**src/rtl/writeback_unit_if.sv**
```systemverilog
// Writeback bus: ALU result, long-latency result handshake, issue/decode
// hazard query and the register file write port.
interface writeback_unit_if #(
  parameter int unsigned DATA_WIDTH = 32,
  parameter int unsigned ADDR_WIDTH = 5
);
  logic                  alu_we_i;
  logic [ADDR_WIDTH-1:0] alu_rd_i;
  logic [DATA_WIDTH-1:0] alu_data_i;
  logic                  lsu_valid_i;
  logic                  lsu_ready_o;
  logic [ADDR_WIDTH-1:0] lsu_rd_i;
  logic [DATA_WIDTH-1:0] lsu_data_i;
  logic                  issue_valid_i;
  logic [ADDR_WIDTH-1:0] issue_rd_i;
  logic [ADDR_WIDTH-1:0] dec_rs1_i;
  logic [ADDR_WIDTH-1:0] dec_rs2_i;
  logic [ADDR_WIDTH-1:0] dec_rd_i;
  logic                  dec_rd_we_i;
  logic                  stall_o;
  logic                  we_o;
  logic [ADDR_WIDTH-1:0] wr_addr_o;
  logic [DATA_WIDTH-1:0] wr_data_o;

  // Pipeline side driving results and decode queries
  modport master (
    output alu_we_i, alu_rd_i, alu_data_i,
    output lsu_valid_i, lsu_rd_i, lsu_data_i,
    output issue_valid_i, issue_rd_i,
    output dec_rs1_i, dec_rs2_i, dec_rd_i, dec_rd_we_i,
    input  lsu_ready_o, stall_o, we_o, wr_addr_o, wr_data_o
  );

  // Writeback unit side
  modport slave (
    input  alu_we_i, alu_rd_i, alu_data_i,
    input  lsu_valid_i, lsu_rd_i, lsu_data_i,
    input  issue_valid_i, issue_rd_i,
    input  dec_rs1_i, dec_rs2_i, dec_rd_i, dec_rd_we_i,
    output lsu_ready_o, stall_o, we_o, wr_addr_o, wr_data_o
  );
endinterface

```
**src/rtl/writeback_unit.sv**
```systemverilog
// Writeback unit: ALU results write through with priority, long-latency
// results queue in a small FIFO and drain on free cycles. A busy scoreboard
// stalls decode on RAW/WAW hazards against outstanding long-latency ops.
// Optional performance counters are enabled with `define WB_PERF_EN.
module writeback_unit #(
  parameter int unsigned DATA_WIDTH = 32,
  parameter int unsigned ADDR_WIDTH = 5,
  parameter int unsigned REG_COUNT  = 32,
  parameter int unsigned BUF_DEPTH  = 2
) (
  input  logic             clk,
  input  logic             rst_n,
  writeback_unit_if.slave  bus
`ifdef WB_PERF_EN
  ,
  output logic [15:0]      perf_defer_o,
  output logic [15:0]      perf_stall_o
`endif
);

  localparam int unsigned PTR_W = (BUF_DEPTH > 1) ? $clog2(BUF_DEPTH) : 1;
  localparam int unsigned CNT_W = PTR_W + 1;
  localparam logic [CNT_W-1:0] CNT_FULL = CNT_W'(BUF_DEPTH);

  typedef struct packed {
    logic [ADDR_WIDTH-1:0] rd;
    logic [DATA_WIDTH-1:0] data;
  } wb_entry_t;

  wb_entry_t             mem_q [BUF_DEPTH];
  wb_entry_t             mem_d [BUF_DEPTH];
  logic [PTR_W-1:0]      wr_ptr_q, wr_ptr_d;
  logic [PTR_W-1:0]      rd_ptr_q, rd_ptr_d;
  logic [CNT_W-1:0]      count_q, count_d;
  logic [REG_COUNT-1:0]  busy_q, busy_d;

  logic      alu_fire_c;
  logic      ready_c;
  logic      push_c;
  logic      drain_c;
  logic      stall_c;
  logic      issue_fire_c;
  wb_entry_t head_c;

  // Handshake, drain and hazard decisions from registered state
  always_comb begin
    alu_fire_c   = bus.alu_we_i && (bus.alu_rd_i != '0);
    ready_c      = (count_q != CNT_FULL);
    push_c       = bus.lsu_valid_i && ready_c;
    drain_c      = !alu_fire_c && (count_q != '0);
    head_c       = mem_q[rd_ptr_q];
    stall_c      = busy_q[bus.dec_rs1_i] || busy_q[bus.dec_rs2_i] ||
                   (bus.dec_rd_we_i && busy_q[bus.dec_rd_i]);
    issue_fire_c = bus.issue_valid_i && !stall_c && (bus.issue_rd_i != '0);
  end

  assign bus.lsu_ready_o = ready_c;
  assign bus.stall_o     = stall_c;

  // Register file write port: ALU first, else FIFO head, quiet in reset
  always_comb begin
    bus.we_o      = 1'b0;
    bus.wr_addr_o = '0;
    bus.wr_data_o = '0;
    if (rst_n) begin
      if (alu_fire_c) begin
        bus.we_o      = 1'b1;
        bus.wr_addr_o = bus.alu_rd_i;
        bus.wr_data_o = bus.alu_data_i;
      end else if (drain_c && (head_c.rd != '0)) begin
        bus.we_o      = 1'b1;
        bus.wr_addr_o = head_c.rd;
        bus.wr_data_o = head_c.data;
      end
    end
  end

  // Next FIFO and scoreboard state; a set on the same register beats a clear
  always_comb begin
    mem_d    = mem_q;
    wr_ptr_d = wr_ptr_q;
    rd_ptr_d = rd_ptr_q;
    busy_d   = busy_q;
    if (push_c) begin
      mem_d[wr_ptr_q] = '{rd: bus.lsu_rd_i, data: bus.lsu_data_i};
      wr_ptr_d        = wr_ptr_q + PTR_W'(1);
    end
    if (drain_c) begin
      rd_ptr_d = rd_ptr_q + PTR_W'(1);
      if (head_c.rd != '0) begin
        busy_d[head_c.rd] = 1'b0;
      end
    end
    if (issue_fire_c) begin
      busy_d[bus.issue_rd_i] = 1'b1;
    end
    busy_d[0] = 1'b0;
    count_d   = count_q + CNT_W'(push_c) - CNT_W'(drain_c);
  end

  // FIFO and scoreboard registers
  always_ff @(posedge clk or negedge rst_n) begin
    if (!rst_n) begin
      for (int i = 0; i < int'(BUF_DEPTH); i++) begin
        mem_q[i] <= '0;
      end
      wr_ptr_q <= '0;
      rd_ptr_q <= '0;
      count_q  <= '0;
      busy_q   <= '0;
    end else begin
      mem_q    <= mem_d;
      wr_ptr_q <= wr_ptr_d;
      rd_ptr_q <= rd_ptr_d;
      count_q  <= count_d;
      busy_q   <= busy_d;
    end
  end

`ifdef WB_PERF_EN
  logic [15:0] perf_defer_q, perf_defer_d;
  logic [15:0] perf_stall_q, perf_stall_d;

  // Saturating counts of deferred drains and decode stall cycles
  always_comb begin
    perf_defer_d = perf_defer_q;
    perf_stall_d = perf_stall_q;
    if (alu_fire_c && (count_q != '0) && (perf_defer_q != 16'hFFFF)) begin
      perf_defer_d = perf_defer_q + 16'd1;
    end
    if (stall_c && (perf_stall_q != 16'hFFFF)) begin
      perf_stall_d = perf_stall_q + 16'd1;
    end
  end

  // Performance counter registers
  always_ff @(posedge clk or negedge rst_n) begin
    if (!rst_n) begin
      perf_defer_q <= '0;
      perf_stall_q <= '0;
    end else begin
      perf_defer_q <= perf_defer_d;
      perf_stall_q <= perf_stall_d;
    end
  end

  assign perf_defer_o = perf_defer_q;
  assign perf_stall_o = perf_stall_q;
`endif

endmodule

```
**src/flat_wrapper.sv**
```systemverilog
// flat-port wrapper written by rule: the top's interface ports become plain ports
module writeback_unit_flat 
#(
  parameter int unsigned DATA_WIDTH = 32,
  parameter int unsigned ADDR_WIDTH = 5,
  parameter int unsigned REG_COUNT  = 32,
  parameter int unsigned BUF_DEPTH  = 2
)
  (clk, rst_n, bus_alu_we_i, bus_alu_rd_i, bus_alu_data_i, bus_lsu_valid_i, bus_lsu_rd_i, bus_lsu_data_i, bus_issue_valid_i, bus_issue_rd_i, bus_dec_rs1_i, bus_dec_rs2_i, bus_dec_rd_i, bus_dec_rd_we_i, bus_lsu_ready_o, bus_stall_o, bus_we_o, bus_wr_addr_o, bus_wr_data_o);
  writeback_unit_if #(.DATA_WIDTH(DATA_WIDTH), .ADDR_WIDTH(ADDR_WIDTH)) bus_i ();
  input  logic clk;
  input  logic rst_n;
  input wire logic [$bits(bus_i.alu_we_i)-1:0] bus_alu_we_i;
  input wire logic [$bits(bus_i.alu_rd_i)-1:0] bus_alu_rd_i;
  input wire logic [$bits(bus_i.alu_data_i)-1:0] bus_alu_data_i;
  input wire logic [$bits(bus_i.lsu_valid_i)-1:0] bus_lsu_valid_i;
  input wire logic [$bits(bus_i.lsu_rd_i)-1:0] bus_lsu_rd_i;
  input wire logic [$bits(bus_i.lsu_data_i)-1:0] bus_lsu_data_i;
  input wire logic [$bits(bus_i.issue_valid_i)-1:0] bus_issue_valid_i;
  input wire logic [$bits(bus_i.issue_rd_i)-1:0] bus_issue_rd_i;
  input wire logic [$bits(bus_i.dec_rs1_i)-1:0] bus_dec_rs1_i;
  input wire logic [$bits(bus_i.dec_rs2_i)-1:0] bus_dec_rs2_i;
  input wire logic [$bits(bus_i.dec_rd_i)-1:0] bus_dec_rd_i;
  input wire logic [$bits(bus_i.dec_rd_we_i)-1:0] bus_dec_rd_we_i;
  output wire logic [$bits(bus_i.lsu_ready_o)-1:0] bus_lsu_ready_o;
  output wire logic [$bits(bus_i.stall_o)-1:0] bus_stall_o;
  output wire logic [$bits(bus_i.we_o)-1:0] bus_we_o;
  output wire logic [$bits(bus_i.wr_addr_o)-1:0] bus_wr_addr_o;
  output wire logic [$bits(bus_i.wr_data_o)-1:0] bus_wr_data_o;
  assign bus_i.alu_we_i = bus_alu_we_i;
  assign bus_i.alu_rd_i = bus_alu_rd_i;
  assign bus_i.alu_data_i = bus_alu_data_i;
  assign bus_i.lsu_valid_i = bus_lsu_valid_i;
  assign bus_i.lsu_rd_i = bus_lsu_rd_i;
  assign bus_i.lsu_data_i = bus_lsu_data_i;
  assign bus_i.issue_valid_i = bus_issue_valid_i;
  assign bus_i.issue_rd_i = bus_issue_rd_i;
  assign bus_i.dec_rs1_i = bus_dec_rs1_i;
  assign bus_i.dec_rs2_i = bus_dec_rs2_i;
  assign bus_i.dec_rd_i = bus_dec_rd_i;
  assign bus_i.dec_rd_we_i = bus_dec_rd_we_i;
  assign bus_lsu_ready_o = bus_i.lsu_ready_o;
  assign bus_stall_o = bus_i.stall_o;
  assign bus_we_o = bus_i.we_o;
  assign bus_wr_addr_o = bus_i.wr_addr_o;
  assign bus_wr_data_o = bus_i.wr_data_o;
  writeback_unit #(.DATA_WIDTH(DATA_WIDTH), .ADDR_WIDTH(ADDR_WIDTH), .REG_COUNT(REG_COUNT), .BUF_DEPTH(BUF_DEPTH)) u_core (.clk(clk), .rst_n(rst_n), .bus(bus_i));
endmodule
```
**config.mk**
```make
export PLATFORM = sky130hd
export DESIGN_NAME = writeback_unit_flat
export DESIGN_NICKNAME = d
export VERILOG_FILES = /design/src/rtl/writeback_unit_if.sv /design/src/rtl/writeback_unit.sv /design/src/flat_wrapper.sv
export SDC_FILE = /design/constraint.sdc
export NUM_CORES = 1
export LEC_CHECK = 0
export CAP_MARGIN = 20
export CELL_PAD_IN_SITES_DETAIL_PLACEMENT = 2
export CELL_PAD_IN_SITES_GLOBAL_PLACEMENT = 2
export CORE_MARGIN = 2
export CORE_UTILIZATION = 36
export DETAILED_ROUTE_END_ITERATION = 10
export MAX_ROUTING_LAYER = met4
export PLACE_DENSITY = 0.93
export SETUP_SLACK_MARGIN = 0.3
export SYNTH_ARGS = -nofsm -noshare
export SYNTH_HDL_FRONTEND = slang
export SYNTH_SLANG_ARGS = --single-unit
```
**constraint.sdc**
```tcl
create_clock -name clk -period 4.9 [get_ports clk]
set_input_delay 0.98 -clock clk [delete_from_list [all_inputs] [get_ports clk]]
set_output_delay 0.98 -clock clk [all_outputs]
set_load 0.01 [all_outputs]
```
==> reports/results.tsv <==
stage	metric	value	unit
clock_network	cts_buffer_depth	2	
routing	dr_wl_met2	14500	microns
die	die_h	136	microns
placed_design	hpwlAfterDp	18200	microns
setup_path	critPathBufInv	3	
sta	finalSetupViolations	0	
setup_path	regToRegStartpoint	u_core.busy_q[17]	
sta	fin_setup_tns	0	ps
pwr	power_density	582	mW/mm^2
setup_path	cp_max_fo	12	
sta	whs	510	ps
setup_path	cp_common_cell	clkdlybuf4s50_1	
routing	wire_per_inst	29.5	microns
sta	worst_pin_slew	887	ps
outcome	status	finished clean	
final_layout	design_area	0.00835	sq mm
yosys	synthesis.instances	543	
routing	route.met3.wl	1290	microns
min_path	hold_class	flip-flop to flip-flop	
final_layout	final_cell_mix	110 x mux2_2, 108 x clkdlybuf4s50_1, 108 x dfrtp_1	
yosys	ys_ff_latch	109	
final_layout	layout-drive-gt1-share	23.7	%
pwr	combPwrFrac	47.0	%
die	core	0.0172	sq mm
job	cap_violations	0	
die	die_w	136	microns
die	die_area	0.0185	sq mm
pwr	p_switching	0.00198	W
final_layout	layout_commonest_cell	mux2_2	
setup_path	critPathLaunch	bus_alu_rd_i[1]	
routing	wirelength	26800	microns
die	initial_core_util	36.5	%
clock_network	cts_buffers	9	
setup_path	cpPeakStageDelay	600	ps
min_path	hold_start	u_core.mem_q[41]	
routing	dr.pass1.iters	6	
clock_network	clk_pin_slew	70	ps
global_routing	grt_pass1_wl	37800	microns
routing	dr_total_vias	5375	
final_layout	fin_nets	776	
routing	post-route-drc-count	0	
routing	drt_iter0_drc	284	
placed_design	placed_cell_area	0.00790	sq mm
yosys	syn_area	0.00627	sq mm
routing	vias_per_cell	5.92	
sta	period_share	97.0	%
global_routing	grt_pass1_vias	6217	
clock_network	root_buffer	clkbuf_16	
setup_path	worstPathCellList	clkdlybuf4s50_1 > or4_1 > o21a_1 > nor2_2 > a21boi_4 > buf_12 > a22oi_1 > nor2b_1 > clkdlybuf4s50_1	
clock_network	ctsHoldBuffers	0	
clock_network	clk_latency	370	ps
pwr	switching_share	40.8	%
setup_path	slowest_stage	clkdlybuf4s50_1	
yosys	synth.avg_cell_area	11.6	sq um
setup_path	critPathArrivalTime	3770	ps
yosys	async_reset_ff_share	100	%
pwr	p_leak	3.66	nW
setup_path	endpoint_kind	output pin	
global_routing	grt_max_degree	78	
pwr	power_frac_clock	16.2	%
die	io_pins	140	
yosys	seq_area_frac_synth	43.5	%
die	rows	48	
yosys	synth_nets	645	
global_routing	grt_overflow	0	
sta	drv_slew	0	
sta	finalHoldViolCount	0	
routing	final_antenna_net_count	0	
placed_design	routabilityCongestion	0.805	
setup_path	cp.required	3920	ps
routing	wl_met1	10100	microns
placed_design	numPortBuffers	139	
setup_path	worstSetupPathType	input pin to output pin	
placed_design	pre_cts_slack	143	ps
pwr	seqPwrFrac	36.8	%
sta	relSlewSlack	40.9	%
final_layout	multi_input_area	0.00335	sq mm
pwr	max-vdd-ir-drop	0.000260	V
yosys	yosys_warnings	0	
sta	layout_setup_ws	148	ps
final_layout	nFillCells	1713	
pwr	p_int	0.00288	W
yosys	ys_types	45	
global_routing	antenna_found_initial	4	
global_routing	grt_usage	28.6	%
yosys	synth_edf_count	0	
sta	fmax	210	MHz
final_layout	seqCellArea	0.00273	sq mm
clock_network	cts_tree	yes	
final_layout	synthToLayoutAreaGrowth	33.1	%
sta	rsz0062_at_grt	yes	
yosys	synth_ff_type	dfrtp_1	
setup_path	cp-start-kind	input pin	
sta	fin_skew	12.0	ps
sta	period_minus_slack	4750	ps
clock_network	clock_sinks	109	
routing	top_layer_used	met4	
clock_network	htreeDepth	3	
setup_path	crit_family	buffers and inverters	
==> kinds of logic (layout without fill, tap and decap cells) <==
logic type / Yosys count / count (layout) / synth area share [%]
flip-flops: 109 / 109 / 43.5
multiplexers: 146 / 146 / 28.2
other: 0 / 4 / 0
XOR/XNOR: 4 / 4 / 0.559
AND/OR/NAND/NOR: 108 / 108 / 9.73
adder cells (fa/ha/maj): 2 / 2 / 0.399
buffers and inverters: 47 / 183 / 3.41
AO/OA/AOI/OAI: 127 / 127 / 14.2
==> area by class of cell <==
cell class	instances	share of cell area, %
diodes	4	0.120
clock buffers	10	2.86
clock inverters	6	0.854
inverters	10	0.450
multi-input cells	387	40.1
flip-flops and latches	109	32.7
well taps	225	3.37
repair buffers	157	19.5
==> final timing paths <==
kind                                endpoint  slack (ps)  cells past startpoint
min reg2reg                 u_core.mem_q[41]         510                      1
max in group asynchronous  u_core.busy_q[27]        2950                      2
max reg2reg                u_core.busy_q[14]        2430                      6
min                         u_core.mem_q[41]         510                      1
max                        bus_wr_data_o[11]         150                      9
min in group asynchronous   u_core.mem_q[53]         730                      1
==> synth_stat cells (all sizes together) (2+ instances only) <==
master  number  area (sq um)
a211oi       3          27.5
inv         10          37.5
buf         15          93.8
o31ai       31           233
o21ai       32           160
clkbuf      22          82.6
o32ai        2          17.5
nor2         8          30.0
o21a         2          15.0
or4          2          15.0
nor3         2          10.0
nand2b       2          12.5
a22oi       40           300
dfrtp      109          2730
a311oi       2          17.5
xnor2        3          26.3
a21oi        4          20.0
mux2i       24           240
ha           2          25.0
nor2b       43           269
mux4        12           289
nand3       14          70.1
or3          5          31.3
nand3b       8          60.1
mux2       110          1240
or3b         3          26.3
nand2       19          71.3
a21boi       2          18.8
==> sequential cells by signal, summed over array words and instances, names as in the netlist <==
signal,cells
u_core.mem_q,74
u_core.count_q,2
u_core.wr_ptr_q,1
u_core.rd_ptr_q,1
u_core.busy_q,31
==> worst register-to-register path: cells and delay by family, from the launching register on <==
| kind | cells | cell delay (ps) |
|---|---|---|
| AO/OA/AOI/OAI | 3 | 830 |
| multiplexers | 2 | 790 |
| buffers and inverters | 1 | 270 |
| flip-flops | 1 | 440 |
==> power by group through the flow <==
stage	clock, W	sequential (W)	combinational [W]
2_1_floorplan	0	0.00153	0.00143
3_3_place_gp	0	0.00164	0.00193
3_5_place_dp	0	0.00175	0.00215
4_1_cts	0.000791	0.00174	0.00220
5_1_grt	0.000836	0.00184	0.00242
6_report	0.000788	0.00179	0.00228
==> through the flow <==
stage	total power [W]	cells	utilization [%]
finish	0.00486	908	48.6
global route	0.00509	908	48.6
CTS	0.00474	900	47.9
detailed placement	0.00390	884	46.0
global placement	0.00357	883	45.8
floorplan	0.00296	543	-
==> repair_timing <==
action,CTS,global route
setup endpoints to repair,28,26
pin swaps,0,1
gates cloned,0,1
resized for setup,13,24
buffers inserted,0,3
==> layer usage <==
layer  vias up  track usage (%)
li1       2319                -
met1      2820             30.4
met2       187             52.5
met3        49             6.49
met4         0             9.55
met5         -                -
(Power assumes the default switching activity.)
